`config.mk`:
```
export PLATFORM = sky130hd
export DESIGN_NAME = voice_allocator
export DESIGN_NICKNAME = d
export VERILOG_FILES = /design/src/rtl/voice_allocator.sv
export SDC_FILE = /design/constraint.sdc
export NUM_CORES = 1
export LEC_CHECK = 0
export ABC_AREA = 1
export CAP_MARGIN = 20
export CORE_MARGIN = 2
export CORE_UTILIZATION = 54
export CTS_BUF_LIST = sky130_fd_sc_hd__clkbuf_2 sky130_fd_sc_hd__clkbuf_4 sky130_fd_sc_hd__clkbuf_8
export CTS_CLUSTER_DIAMETER = 30
export CTS_CLUSTER_SIZE = 12
export DETAILED_ROUTE_END_ITERATION = 12
export GPL_TIMING_DRIVEN = 0
export PLACE_DENSITY = 0.76
export SLEW_MARGIN = 15
export SYNTH_ARGS = -nofsm -noshare
export SYNTH_HDL_FRONTEND = slang
export SYNTH_SLANG_ARGS = --single-unit
export TNS_END_PERCENT = 50
```
`constraint.sdc`:
```
create_clock -name clk_in -period 2.14 [get_ports clk_in]
set_clock_uncertainty 0.1 [all_clocks]
set_input_delay 0.321 -clock clk_in [delete_from_list [all_inputs] [get_ports clk_in]]
set_output_delay 0.321 -clock clk_in [all_outputs]
set_load 0.02 [all_outputs]
```
`src/rtl/voice_allocator.sv`:
```
// -----------------------------------------------------------------------------
// voice_allocator
// Polyphonic voice allocator. Note-on/note-off events go to NUM_VOICES voice
// slots. Each slot drives one phase accumulator note_value. For each accepted
// event, the block scans every slot, one slot per cycle. It then applies a
// single update: retrigger, allocate, steal the oldest voice, or release.
//
// Ports
//   clk_in            system clock, rising edge
//   rst_in            synchronous active-low reset
//   evt_valid_in      note event present
//   evt_ready_out     event accepted this cycle (high only in IDLE)
//   evt_on_in         1 = note-on, 0 = note-off
//   evt_note_in       note number of the event
//   voice_note_out    note of voice i in bits [i*NOTE_W +: NOTE_W]
//   voice_active_out  bit i high while voice i is sounding
//   voice_retrig_out  one-cycle pulse on (re)assignment of voice i
//   steal_out         one-cycle pulse when a note-on evicts an active voice
// -----------------------------------------------------------------------------
module voice_allocator #(
  parameter int NUM_VOICES = 4,
  parameter int NOTE_W     = 8
) (
  input  logic                         clk_in,
  input  logic                         rst_in,
  input  logic                         evt_valid_in,
  output logic                         evt_ready_out,
  input  logic                         evt_on_in,
  input  logic [NOTE_W-1:0]            evt_note_in,
  output logic [NUM_VOICES*NOTE_W-1:0] voice_note_out,
  output logic [NUM_VOICES-1:0]        voice_active_out,
  output logic [NUM_VOICES-1:0]        voice_retrig_out,
  output logic                         steal_out
);

  localparam int IDX_W = (NUM_VOICES > 1) ? $clog2(NUM_VOICES) : 1;
  localparam logic [IDX_W-1:0] LAST_IDX = IDX_W'(NUM_VOICES - 1);

  typedef enum logic [1:0] {
    IDLE  = 2'd0,
    SCAN  = 2'd1,
    APPLY = 2'd2
  } state_t;

  state_t                             state_q, state_d;
  logic [IDX_W-1:0]                   idx_q, idx_d;
  logic                               on_q, on_d;
  logic [NOTE_W-1:0]                  note_q, note_d;
  logic                               match_vld_q, match_vld_d;
  logic [IDX_W-1:0]                   match_idx_q, match_idx_d;
  logic                               free_vld_q, free_vld_d;
  logic [IDX_W-1:0]                   free_idx_q, free_idx_d;
  logic                               old_vld_q, old_vld_d;
  logic [IDX_W-1:0]                   old_idx_q, old_idx_d;
  logic [7:0]                         old_age_q, old_age_d;
  logic [NUM_VOICES-1:0][NOTE_W-1:0]  notes_q, notes_d;
  logic [NUM_VOICES-1:0]              active_q, active_d;
  logic [NUM_VOICES-1:0][7:0]         ages_q, ages_d;
  logic [NUM_VOICES-1:0]              retrig_q, retrig_d;
  logic                               steal_q, steal_d;
  logic [IDX_W-1:0]                   tgt_idx;

  // The packed array layout places voice i at [i*NOTE_W +: NOTE_W].
  assign voice_note_out   = notes_q;
  assign voice_active_out = active_q;
  assign voice_retrig_out = retrig_q;
  assign steal_out        = steal_q;
  assign evt_ready_out    = (state_q == IDLE);

  // Next-state logic: event latch, slot scan, and one-cycle apply.
  always_comb begin
    state_d     = state_q;
    idx_d       = idx_q;
    on_d        = on_q;
    note_d      = note_q;
    match_vld_d = match_vld_q;
    match_idx_d = match_idx_q;
    free_vld_d  = free_vld_q;
    free_idx_d  = free_idx_q;
    old_vld_d   = old_vld_q;
    old_idx_d   = old_idx_q;
    old_age_d   = old_age_q;
    notes_d     = notes_q;
    active_d    = active_q;
    ages_d      = ages_q;
    retrig_d    = '0;
    steal_d     = 1'b0;
    tgt_idx     = '0;

    case (state_q)
      IDLE: begin
        if (evt_valid_in) begin
          on_d        = evt_on_in;
          note_d      = evt_note_in;
          idx_d       = '0;
          match_vld_d = 1'b0;
          free_vld_d  = 1'b0;
          old_vld_d   = 1'b0;
          old_age_d   = 8'd0;
          state_d     = SCAN;
        end else begin
          state_d = IDLE;
        end
      end

      SCAN: begin
        // Each "first hit" flag keeps the lowest index found so far.
        if (active_q[idx_q] && (notes_q[idx_q] == note_q) && !match_vld_q) begin
          match_vld_d = 1'b1;
          match_idx_d = idx_q;
        end else begin
          match_vld_d = match_vld_q;
        end
        if (!active_q[idx_q] && !free_vld_q) begin
          free_vld_d = 1'b1;
          free_idx_d = idx_q;
        end else begin
          free_vld_d = free_vld_q;
        end
        // The strict greater-than keeps the lowest index on equal ages.
        if (active_q[idx_q] && (!old_vld_q || (ages_q[idx_q] > old_age_q))) begin
          old_vld_d = 1'b1;
          old_idx_d = idx_q;
          old_age_d = ages_q[idx_q];
        end else begin
          old_vld_d = old_vld_q;
        end
        if (idx_q == LAST_IDX) begin
          state_d = APPLY;
        end else begin
          idx_d = idx_q + {{(IDX_W-1){1'b0}}, 1'b1};
        end
      end

      APPLY: begin
        state_d = IDLE;
        if (on_q) begin
          // Priority: retrigger the matching voice, else use a free slot,
          // else steal. Stealing implies all slots are active, so the
          // oldest-voice record is always valid on that path.
          if (match_vld_q) begin
            tgt_idx = match_idx_q;
          end else if (free_vld_q) begin
            tgt_idx = free_idx_q;
          end else begin
            tgt_idx = old_idx_q;
          end
          steal_d = !match_vld_q && !free_vld_q;
          for (int i = 0; i < NUM_VOICES; i++) begin
            if (IDX_W'(i) == tgt_idx) begin
              notes_d[i]  = note_q;
              active_d[i] = 1'b1;
              ages_d[i]   = 8'd0;
              retrig_d[i] = 1'b1;
            end else if (active_q[i] && (ages_q[i] != 8'hFF)) begin
              ages_d[i] = ages_q[i] + 8'd1;
            end else begin
              ages_d[i] = ages_q[i];
            end
          end
        end else if (match_vld_q) begin
          // A zero note field gives a zero phase increment to the released voice.
          notes_d[match_idx_q]  = {NOTE_W{1'b0}};
          active_d[match_idx_q] = 1'b0;
          ages_d[match_idx_q]   = 8'd0;
        end else begin
          notes_d = notes_q;
        end
      end

      default: begin
        state_d = IDLE;
      end
    endcase
  end

  // State register with synchronous active-low reset.
  always_ff @(posedge clk_in) begin
    if (!rst_in) begin
      state_q     <= IDLE;
      idx_q       <= '0;
      on_q        <= 1'b0;
      note_q      <= '0;
      match_vld_q <= 1'b0;
      match_idx_q <= '0;
      free_vld_q  <= 1'b0;
      free_idx_q  <= '0;
      old_vld_q   <= 1'b0;
      old_idx_q   <= '0;
      old_age_q   <= 8'd0;
      notes_q     <= '0;
      active_q    <= '0;
      ages_q      <= '0;
      retrig_q    <= '0;
      steal_q     <= 1'b0;
    end else begin
      state_q     <= state_d;
      idx_q       <= idx_d;
      on_q        <= on_d;
      note_q      <= note_d;
      match_vld_q <= match_vld_d;
      match_idx_q <= match_idx_d;
      free_vld_q  <= free_vld_d;
      free_idx_q  <= free_idx_d;
      old_vld_q   <= old_vld_d;
      old_idx_q   <= old_idx_d;
      old_age_q   <= old_age_d;
      notes_q     <= notes_d;
      active_q    <= active_d;
      ages_q      <= ages_d;
      retrig_q    <= retrig_d;
      steal_q     <= steal_d;
    end
  end

endmodule
```
==> Word level (Yosys, flattened, before mapping) <==
Cells that the tools add are included.
{ "totals": {"ff_bits": 103, "latchBits": 0, "ramBits": 0, "romBits": 0, "input_bits": 12, "elab_cells": 156, "n_memories": 0} }
{ "op_classes": {"addsub": 5, "n_mul": 0, "div": 0, "n_lt_le_gt_ge": 4, "eq_ne": 25, "n_shift": 0, "muxes": 56, "bitwise": 5, "n_reduce_logical": 36} }
{ "op_table": {"columns": ["op", "count"], "rows": [
  ["8-bit two-way mux", 17],
  ["32-bit two-way mux", 4],
  ["32-bit AND", 2],
  ["3-bit AND reduction", 13],
  ["8-bit by 1-bit adder with 8-bit output (second input constant)", 4],
  ["8-bit binary-select mux with 2-bit select", 2],
  ["8-bit != test (second input constant)", 4],
  ["32-bit NOT", 1],
  ["8-bit demux with 2-bit select", 1],
  ["8-bit case mux with 2 select lines", 1],
  ["1-bit two-way mux", 15],
  ["2-bit two-way mux", 7],
  ["2-bit != test (second input constant)", 6],
  ["3-bit by 1-bit != test with 1-bit output (second input constant)", 4],
  ["1-bit logical AND", 10],
  ["8-bit == test", 1],
  ["8-bit greater-than comparator", 1],
  ["4-bit two-way mux", 2],
  ["2-bit by 1-bit != test with 1-bit output (second input constant)", 4],
  ["2-bit case mux with 2 select lines", 2],
  ["2-bit AND reduction", 4],
  ["2-bit by 3-bit less-than comparator with 1-bit output (second input constant)", 2],
  ["1-bit case mux with 2 select lines", 3],
  ["4-bit AND", 1],
  ["other kinds (13)", 20]
]} }

==> Logic depth before layout (Yosys ltp) <==
Gate-level depths: netlist (run 1).
{ "logic_depth": {"depth_word": 8, "mapped_depth": 19, "ltp_nobuf": 17} }

==> Worst setup path after synthesis (run 1) <==
No wires, ideal clock.
{ "synth_timing": {"path_kind": "register to register", "startpoint": "register idx_q[0]", "endpoint": "register old_idx_q[1]", "setup_time_ns": 0.116, "arrival_time_ns": 2.148, "slack_ns": -0.224, "path_stages_with_launch": 20, "n_path_buf": 4, "synth_period_minus_slack_ns": 2.364, "path_cell_list": "dfxtp_1 > buf_2 > inv_2 > buf_2 > buf_2 > o21ai_0 > o22ai_1 > ha_1 > inv_1 > o21bai_1 > nand2_1 > nand2_1 > nand2_1 > nand2_1 > nand2_1 > nand2_1 > nand2_1 > buf_2 > o21ai_0 > nor2_1"} }
{ "synth_via": {"elab_chain_cells": 6, "elab_cells_between_ends": 8} }
{ "synth_rtl": {"columns": ["element", "line", "source"], "rows": [
  ["start: declaration", "46", "logic [IDX_W-1:0] idx_q, idx_d;"],
  ["start signal: assignment", "198", "idx_q <= idx_d;"],
  ["8-bit binary-select mux with 2-bit select", "121", "if (active_q[idx_q] && (!old_vld_q || (ages_q[idx_q] > old_age_q))) begin"],
  ["8-bit two-way mux (not written as such)", "121", null],
  ["8-bit greater-than comparator", "121", null],
  ["1-bit logical OR", "121", null],
  ["1-bit logical AND *", "121", null],
  ["2-bit AND reduction (no line) *", null, null],
  ["end signal: assignment", "206", "old_idx_q <= old_idx_d;"],
  ["end: declaration", "54", "logic [IDX_W-1:0] old_idx_q, old_idx_d;"]
]} }
Mark *: on every way between the ends. The rest lies on a longest branch, timed or not. The select of a mux whose other input is x is not followed.
A chain may end at the register's enable or synchronous reset.

==> Worst setup path after layout (run 1) <==
{ "layout_timing": {"startpoint": "register idx_q[0]", "endpoint": "register old_age_q[6]"} }
{ "layout_via": {"elab_chain_cells": 7, "elab_cells_between_ends": 11} }
{ "layout_rtl": {"columns": ["element", "line", "source"], "rows": [
  ["8-bit binary-select mux with 2-bit select", "121, 124", null],
  ["8-bit two-way mux (not written as such)", "121, 124", null],
  ["8-bit greater-than comparator", "121", null],
  ["1-bit logical OR", "121", null],
  ["1-bit logical AND", "121", null],
  ["2-bit != test (no line)", null, null],
  ["3-bit AND reduction (no line)", null, null],
  ["end signal: assignment", "207", "old_age_q <= old_age_d;"],
  ["end: declaration", "55", "logic [7:0] old_age_q, old_age_d;"]
]} }
Several ways; a longest one is shown, not always the timed one. The select of a mux whose other input is x is not followed.

==> flow_metrics.env, run 1 <==
export IMPL_utilization_pct=70.6
export IMPL_hold_start="old_age_q[3]"
export IMPL_nets=945
export IMPL_cp_arrival_ps=2610
export IMPL_drt_iter0_markers=635
export IMPL_clockBufferDepth=2
export IMPL_routed_wl_um=18000
export IMPL_synthesis_area_um2=5490
export IMPL_setup_slack_ps=-269
export IMPL_io_pins=54
export IMPL_gp_congestion=0.943
export IMPL_synthTopCellsByArea="dfxtp_1 (38%), nand2_1 (15%), nor2_1 (7.9%)"
export IMPL_syn_nets=866
export IMPL_yosysWarnings=0
export IMPL_synth_cells=841
export IMPL_required_ps=2340
export IMPL_core_area_um2=9820
export IMPL_worstSetupPathType="register to register"
export IMPL_synth_ff_latch_count=103
export IMPL_grt_pass1_vias=5510
export IMPL_peakVddDrop_mv=0.493
export IMPL_syn_to_final_growth_pct=26.2
export IMPL_cp_max_fo=6
export IMPL_viasPerCell=5.75
export IMPL_worst_slew_pin_slew_ps=925
export IMPL_fmaxAchievable_ghz=0.415
export IMPL_clk_transition_reported_paths_ps=100
export IMPL_port_buffers=53
export IMPL_cts_tree="done"
export IMPL_die_area_um2=11000
export IMPL_placedCellCount=1027
export IMPL_period_minus_slack_ps=2410
export IMPL_hp_class="register to register"
export IMPL_synth_avg_cell_area_um2=6.53
export IMPL_reg2reg_depth=17
export IMPL_antenna_found_initial=0
export IMPL_netlist_area_leader_share_pct=37.6
export IMPL_avgRoutedWirePerCell_um=17.0
export IMPL_rr_startpoint="idx_q[0]"
export IMPL_finalHoldViolCount=0
export IMPL_clockRootBuffer="clkbuf_8"
export IMPL_fin_tns_setup_ps=-2630
export IMPL_grt_max_degree=17
export IMPL_synth_cell_types=34
export IMPL_dp_hpwl_um=13000
export IMPL_cts_buffers=9
export IMPL_antenna_cells=0
export IMPL_maxCapViolCount=0
export IMPL_grt_overflow=0
export IMPL_outcome="finished, violations left"
export IMPL_timing_rr_end="old_age_q[6]"
export IMPL_htree_levels=3
export IMPL_powerDensity_nw_per_um2=608
export IMPL_start_util_pct=55.9
export IMPL_insertion_delay_ps=380
export IMPL_gr_usage_all_layers_pct=32.5
export IMPL_fin_crit_sh_pct=113
export IMPL_cts_sinks=103
export IMPL_drcViolationCount=0
export IMPL_dr_pass1_iters=5
export IMPL_violations="negative setup slack"
export IMPL_hold_end="old_age_q[3]"
export IMPL_max_slew_margin_pct=38.3
export IMPL_num_vias=6079
export IMPL_ys_seq_area_share_pct=37.6
export IMPL_cp_start_kind="register"
export IMPL_drive_gt1_share_pct=16.1
export IMPL_end_kind="register"
export IMPL_holdPathStages=2
export IMPL_grt_pass1_wl_um=28200
export IMPL_final_cell_mix="nand2_1 (213), nor2_1 (104), dfxtp_1 (98)"
export IMPL_drv_slew=0
export IMPL_reg2reg_slack_ps=-270
export IMPL_cellLeakagePower_nw=2.68
export IMPL_postRouteAntennaNets=0
export IMPL_setup_viol_count_final=11
export IMPL_final_instance_count_excl_fill=1058
export IMPL_core_rowCount=36
export IMPL_die_w_um=105
export IMPL_rsz0062_at_grt="true"
export IMPL_final_common_cell="nand2_1"
export IMPL_fp_dieH_um=105
export IMPL_synth_top_cell_by_area="dfxtp_1"
[synthesized netlist by cell type, drive strengths merged]
cell      n
nand4     3
inv      72
a31oi     1
nor3      7
o21ai    62
and3      2
clkbuf   15
or2       3
nor2    120
nand2   242
a21oi    84
clkinv    2
xor2      1
a211oi    1
dfxtp   103
o21a      2
buf      14
o211ai    4
ha       13
o22ai     4
nand3    76
nand3b    8
a32oi     1
o21bai    1
[worst max-delay path by stage]
stage / start / end / cells past startpoint / slack, ps
detailed placement: idx_q[1] / old_age_q[5] / 15 / -650
global placement: idx_q[1] / old_age_q[3] / 15 / -580
CTS: idx_q[0] / old_age_q[5] / 16 / -250
floorplan: idx_q[0] / old_idx_q[1] / 19 / -40
global route: idx_q[0] / old_age_q[4] / 18 / -350
finish: idx_q[0] / old_age_q[6] / 17 / -270
[stage by stage]
step / total power, mW / instance area, um^2 / worst slack, ps / hold slack (ps)
2_1_floorplan: 2.53 / 5530 / -40.6 / 345
3_3_place_gp: 2.74 / 6230 / -581 / 356
3_5_place_dp: 2.76 / 6230 / -648 / 370
4_1_cts: 4.11 / 6700 / -252 / 386
5_1_grt: 4.36 / 6930 / -351 / 400
6_report: 4.21 / 6930 / -269 / 382
[state kept, by name, indices dropped and copies added (netlist names), 4 cells and up]
register / cells
ages_q: 32
voice_note_out: 32
note_q: 8
old_age_q: 8
voice_active_out: 4
voice_retrig_out: 4
[routing by layer]
layer | GRT usage [%] | wire length, um
met3 | 5.80 | 1680
met2 | 49.6 | 8180
met4 | 10.7 | 357
met5 | 0 | 0
met1 | 46.5 | 7820
[kinds of logic (layout without fill, tap and decap cells)]
family,Yosys count,after routing,synth area share [%]
buf+inv,103,187,7.52
flops,103,103,37.6
xor+xnor,1,1,0.160
fa+ha+maj,13,13,2.96
compound gates,160,160,15.3
simple gates,461,461,36.5
[power by group]
| part | internal [mW] | switching [mW] |
|---|---|---|
| clock network | 0.568 | 0.692 |
| registers | 1.95 | 0.0448 |
| logic | 0.359 | 0.592 |
| total | 2.88 | 1.33 |
[final cells by class]
cell class | instances | area, um^2
Tap cell | 133 | 166
Clock buffer | 11 | 139
Sequential cell | 103 | 2070
Buffer | 27 | 201
Timing Repair Buffer | 70 | 682
Multi-Input combinational cell | 635 | 3300
Fill cell | 851 | 2890
Inverter | 74 | 308
Clock inverter | 5 | 58.8
[worst max-delay path, stage by stage (launching register included)]
cell and delay, ps:
dfxtp_2 360, buf_8 150, inv_12 40, o21ai_1 140, a21oi_1 70, a21oi_2 210, ha_1 290, nand2_1 60
inv_1 50, nor2_2 110, o21a_1 120, nand2_1 50, nand2_2 60, nand2_2 60, nand2_4 90, buf_6 140
nand3_2 60, a21oi_1 150
[repair_timing]
| item | CTS | global route |
|---|---|---|
| hold buffers | 0 | 0 |
| pin swaps | 8 | 18 |
| setup endpoints to repair | 11 | 28 |
| setup buffers | 12 | 3 |
| cloned | 2 | 0 |
| resized for setup | 53 | 47 |
Power figures use the tool's default switching activity.
==> run 2, diff against run 1 <==
- CORE_UTILIZATION: 54 -> 61
- PLACE_DENSITY: 0.76 -> 0.81
- clock period: 2.14 -> 3 ns (I/O delays scaled with it)
==> flow_metrics.env, run 2 (synthesis gave the netlist of run 1 again) <==
export IMPL_cts_sinks=103
export IMPL_start_util_pct=63.0
export IMPL_utilization_pct=73.7
export IMPL_grt_overflow=0
export IMPL_num_vias=5937
export IMPL_pre_cts_slack_ps=-58.5
export IMPL_grt_max_degree=20
export IMPL_hp_class="register to register"
export IMPL_hold_end="voice_note_out[16]"
export IMPL_avgRoutedWirePerCell_um=16.6
export IMPL_critical_path_top_delay_family="buffers and inverters"
export IMPL_clockBufferDepth=2
export IMPL_fin_area_um2=6420
export IMPL_cp_max_fo=10
export IMPL_insertion_delay_ps=390
export IMPL_maxCapViolCount=0
export IMPL_placedCellCount=1002
export IMPL_final_common_cell="nand2_1"
export IMPL_timing_rr_end="old_age_q[7]"
export IMPL_final_instance_count_excl_fill=1017
export IMPL_rr_startpoint="idx_q[1]"
export IMPL_drt_iter0_markers=659
export IMPL_required_ps=3210
export IMPL_worst_slew_pin_slew_ps=785
export IMPL_critical_path_cell_chain="inv_2, buf_2, clkbuf_4, o21ai_0, o22ai_2, ha_1, nand2_1, inv_1, nand2_1, nand2_1, nand2_1, nand2_1, nand2_1, nand2_1, nand2_1, clkbuf_4, nand3_1, a21oi_1"
export IMPL_setup_viol_count_final=0
export IMPL_reg2reg_depth=18
export IMPL_io_pins=54
export IMPL_dpl_cell_area_um2=6160
export IMPL_syn_to_final_growth_pct=17.0
export IMPL_drive_gt1_share_pct=9.13
export IMPL_drcViolationCount=0
export IMPL_holdPathStages=2
export IMPL_final_cell_mix="nand2_1 (219), nor2_1 (116), dfxtp_1 (102)"
export IMPL_antenna_cells=0
export IMPL_die_area_um2=9780
export IMPL_die_w_um=98.9
export IMPL_cp_start_kind="register"
export IMPL_nets=929
export IMPL_peakVddDrop_mv=0.239
export IMPL_cpPeakStageDelay_ps=400
export IMPL_finalHoldViolCount=0
export IMPL_reg2reg_slack_ps=230
export IMPL_route_met2_wl_um=7720
export IMPL_hold_start="voice_note_out[16]"
export IMPL_end_kind="register"
export IMPL_dr_pass1_iters=6
export IMPL_grt_pass1_wl_um=27000
export IMPL_fp_dieH_um=98.9
export IMPL_drv_slew=0
export IMPL_setup_slack_ps=230
export IMPL_core_area_um2=8720
export IMPL_fin_crit_sh_pct=92.3
export IMPL_clockRootBuffer="clkbuf_8"
export IMPL_cts_tree="done"
export IMPL_fmaxAchievable_ghz=0.361
export IMPL_core_rowCount=34
export IMPL_cts_buffers=9
export IMPL_gr_usage_all_layers_pct=34.8
export IMPL_max_slew_margin_pct=47.7
export IMPL_worstSetupPathType="register to register"
export IMPL_gp_congestion=1.07
export IMPL_cp_num_buf_inv=5
export IMPL_viasPerCell=5.84
export IMPL_worst_path_max_delay_cell="dfxtp_4"
export IMPL_cellLeakagePower_nw=2.54
export IMPL_port_buffers=53
export IMPL_postRouteAntennaNets=0
export IMPL_cp_arrival_ps=2980
export IMPL_antenna_found_initial=0
export IMPL_wl_met1_um=6960
export IMPL_worst_path_stages=18
export IMPL_crit_top_cell="nand2_1"
export IMPL_dp_hpwl_um=12700
export IMPL_outcome="completed"
export IMPL_period_minus_slack_ps=2770
export IMPL_routed_wl_um=16800
export IMPL_highest_layer="met4"
export IMPL_htree_levels=3
export IMPL_clk_transition_reported_paths_ps=110
export IMPL_cp_startpoint="idx_q[1]"
export IMPL_grt_pass1_vias=5451
export IMPL_powerDensity_nw_per_um2=451
export IMPL_wl_met3_um=1830
run 2: cell count changes in the layout (fill, tap and decap cells not counted), moves of 6 or more:
cell	change
a21oi_2	-9
nor2_2	-10
buf_4	-12
nor2_1	+12
o21ai_0	+10
nand2_1	+6
a21oi_1	+12
run 2: worst max path at each step:
stage | to | slack (ps)
2_1_floorplan | old_idx_q[1] | 640
3_3_place_gp | old_age_q[0] | -5
3_5_place_dp | old_idx_q[0] | -60
4_1_cts | old_age_q[7] | 6
5_1_grt | old_idx_q[1] | -1
6_report | old_age_q[7] | 230
run 2: final cells by class:
class,count,area (um^2)
Fill cell,720,2300
Tap cell,108,135
Clock inverter,7,85.1
Sequential cell,103,2070
Buffer,28,143
Inverter,74,287
Timing Repair Buffer,53,531
Clock buffer,9,124
Multi-Input combinational cell,635,3060
run 2: layer usage:
layer  GRT usage, %  vias to the layer above
li1               -                     2861
met1           49.4                     2724
met2           53.2                      316
met3           6.38                       36
met4           12.5                        0
met5              0                        -
run 2: power breakdown:
group	leakage, nW	switching (mW)	internal (mW)
registers	0.833	0.0287	1.39
clock network	0.107	0.540	0.404
logic	1.60	0.360	0.167
total	2.54	0.929	1.97
run 2: repair_timing:
action | 4_1_cts | 5_1_grt
hold buffers | 0 | 0
setup endpoints to repair | 10 | 11
buffers inserted | 0 | 0
pin swaps | 0 | 0
resized for setup | 2 | 20
run 2: metrics by stage:
step                      hold slack (ps)  setup TNS [ps]  total power, mW
after global placement                355           -12.0             1.93
final                                 388               0             2.89
after detailed placement              373            -340             1.94
after global routing                  413           -1.17             3.01
after floorplan                       345               0             1.79
after CTS                             390               0             2.86
run 2: worst min-delay path: cells and delay by family, from the launching register on:
family           cells  cell delay (ps)
AND/OR/NAND/NOR      1               60
flip-flops           1              340
AO/OA/AOI/OAI        1               50
==> run 3, diff against run 2 <==
- SETUP_SLACK_MARGIN: unset -> 0.15
- TNS_END_PERCENT: 50 -> 30
==> flow_metrics.env, run 3 (synthesis gave the netlist of run 1 again) <==
export IMPL_die_w_um=98.9
export IMPL_cellLeakagePower_nw=2.55
export IMPL_finalHoldViolCount=0
export IMPL_period_minus_slack_ps=2660
export IMPL_postCtsHoldBufs=0
export IMPL_worstSetupPathType="register to register"
export IMPL_cpPeakStageDelay_ps=370
export IMPL_core_rowCount=34
export IMPL_crit_top_cell="nand2_1"
export IMPL_cp_start_kind="register"
export IMPL_rsz0062_at_grt="false"
export IMPL_htree_levels=3
export IMPL_hold_end="voice_note_out[27]"
export IMPL_avgRoutedWirePerCell_um=16.5
export IMPL_fillCellCount=714
export IMPL_p_comb_share_pct=18.6
export IMPL_cp_startpoint="idx_q[0]"
export IMPL_start_util_pct=63.0
export IMPL_nets=930
export IMPL_worst_path_max_delay_cell="dfxtp_1"
export IMPL_final_common_cell="nand2_1"
export IMPL_powerDensity_nw_per_um2=449
export IMPL_port_buffers=53
export IMPL_antenna_cells=0
export IMPL_setup_viol_count_final=0
export IMPL_regArea_um2=2060
export IMPL_pwr_share_seq_pct=49.0
export IMPL_dp_hpwl_um=12700
export IMPL_drt_iter0_markers=650
export IMPL_grt_max_degree=20
export IMPL_max_slew_margin_pct=49.9
export IMPL_cp_arrival_ps=2800
export IMPL_fp_dieH_um=98.9
export IMPL_gr_usage_all_layers_pct=35.1
export IMPL_cp_num_buf_inv=5
export IMPL_hp_class="register to register"
export IMPL_hold_start="voice_note_out[27]"
export IMPL_rr_startpoint="idx_q[0]"
export IMPL_drv_slew=0
export IMPL_maxCapViolCount=0
export IMPL_clockBufferDepth=2
export IMPL_end_kind="register"
export IMPL_clockRootBuffer="clkbuf_8"
export IMPL_dpl_cell_area_um2=6160
export IMPL_peakVddDrop_mv=0.239
export IMPL_post_cts_buffers=0
export IMPL_grt_overflow=0
export IMPL_postRouteAntennaNets=0
export IMPL_gp_congestion=1.07
export IMPL_fmaxAchievable_ghz=0.376
export IMPL_multi_input_area_um2=3080
export IMPL_core_area_um2=8720
export IMPL_outcome="completed"
export IMPL_num_vias=5918
export IMPL_drive_gt1_share_pct=9.67
export IMPL_timing_rr_end="old_age_q[7]"
export IMPL_final_cell_mix="nand2_1 (218), nor2_1 (115), dfxtp_1 (102)"
export IMPL_die_area_um2=9780
export IMPL_cp_max_fo=10
export IMPL_clk_transition_reported_paths_ps=110
export IMPL_viasPerCell=5.81
export IMPL_p_sw_uw=928
export IMPL_worst_slew_pin_slew_ps=751
export IMPL_grt_pass1_vias=5481
export IMPL_pwr_share_clk_pct=32.4
export IMPL_fin_area_um2=6470
export IMPL_cts_tree="done"
export IMPL_p_int_mw=1.98
export IMPL_dr_pass1_iters=5
export IMPL_holdPathStages=2
export IMPL_routed_wl_um=16800
export IMPL_required_ps=3150
export IMPL_reg2reg_slack_ps=340
export IMPL_utilization_pct=74.2
export IMPL_hold_ws_ps=389
export IMPL_drcViolationCount=0
export IMPL_antenna_found_initial=0
export IMPL_critical_path_top_delay_family="buffers and inverters"
export IMPL_insertion_delay_ps=380
export IMPL_cts_buffers=9
export IMPL_critical_path_cell_chain="buf_4, clkbuf_4, buf_6, nand2_1, a32oi_2, inv_1, ha_1, o21bai_1, nand2_1, nand2_1, nand2_1, nand2_1, nand2_1, nand2_1, nand2_2, buf_6, nand3_1, a21oi_1"
export IMPL_fin_crit_sh_pct=88.6
export IMPL_grt_pass1_wl_um=27100
export IMPL_cts_sinks=103
export IMPL_io_pins=54
export IMPL_syn_to_final_growth_pct=17.9
export IMPL_reg2reg_depth=18
export IMPL_p_sw_share_pct=32.0
[run 3: power by group through the flow]
stage	Sequential (mW)	Clock [mW]	Combinational [mW]
4_1_cts	1.42	0.941	0.511
2_1_floorplan	1.44	0	0.346
6_report	1.42	0.939	0.541
3_3_place_gp	1.45	0	0.480
3_5_place_dp	1.45	0	0.491
5_1_grt	1.43	0.997	0.597
[run 3: metrics by stage]
step	TNS (ps)	worst slack (ps)	power [mW]	std cells
after CTS	0	187	2.87	1018
after detailed placement	-340	-58.5	1.94	1002
after floorplan	0	636	1.79	841
after global placement	-12.0	-4.52	1.93	1002
after global routing	0	150	3.02	1018
final	0	342	2.90	1018
[run 3: layer usage]
layer	wire (um)	track usage [%]
met5	0	0
met4	393	12.5
met3	1670	6.24
met2	7640	53.7
met1	7120	49.7
[run 3: worst max-delay path by stage]
| stage | cells past startpoint | end | slack (ps) |
|---|---|---|---|
| after floorplan | 19 | old_idx_q[1] | 640 |
| after global placement | 16 | old_age_q[0] | -5 |
| after detailed placement | 18 | old_idx_q[0] | -60 |
| after CTS | 18 | old_idx_q[1] | 190 |
| after global routing | 15 | old_age_q[3] | 150 |
| final | 18 | old_age_q[7] | 340 |
[run 3: repair_timing]
item                       4_1_cts  5_1_grt
cloned                           0        0
gates resized for setup         13       20
pin swaps                        1        1
hold endpoints to repair         0        0
setup endpoints to repair       11       11
[run 3: worst register-to-register path, cell delays in order, from the launching register on]
cell      delay (ps)
dfxtp_1          370
buf_4            170
clkbuf_4         220
buf_6            170
nand2_1           80
a32oi_2          270
inv_1             80
ha_1             180
o21bai_1         140
nand2_1           60
nand2_1           50
nand2_1           40
nand2_1           50
nand2_1           60
nand2_1           80
nand2_2           90
buf_6            160
nand3_1           70
a21oi_1           70
[run 3: final cells by class]
type	count	share of cell area, %
buffer	29	2.65
timing repair buffer	53	8.20
clock inverter	7	1.31
sequential	103	31.9
tap	108	2.09
clock buffer	9	1.91
inverter	74	4.41
multi-input combinational	635	47.5
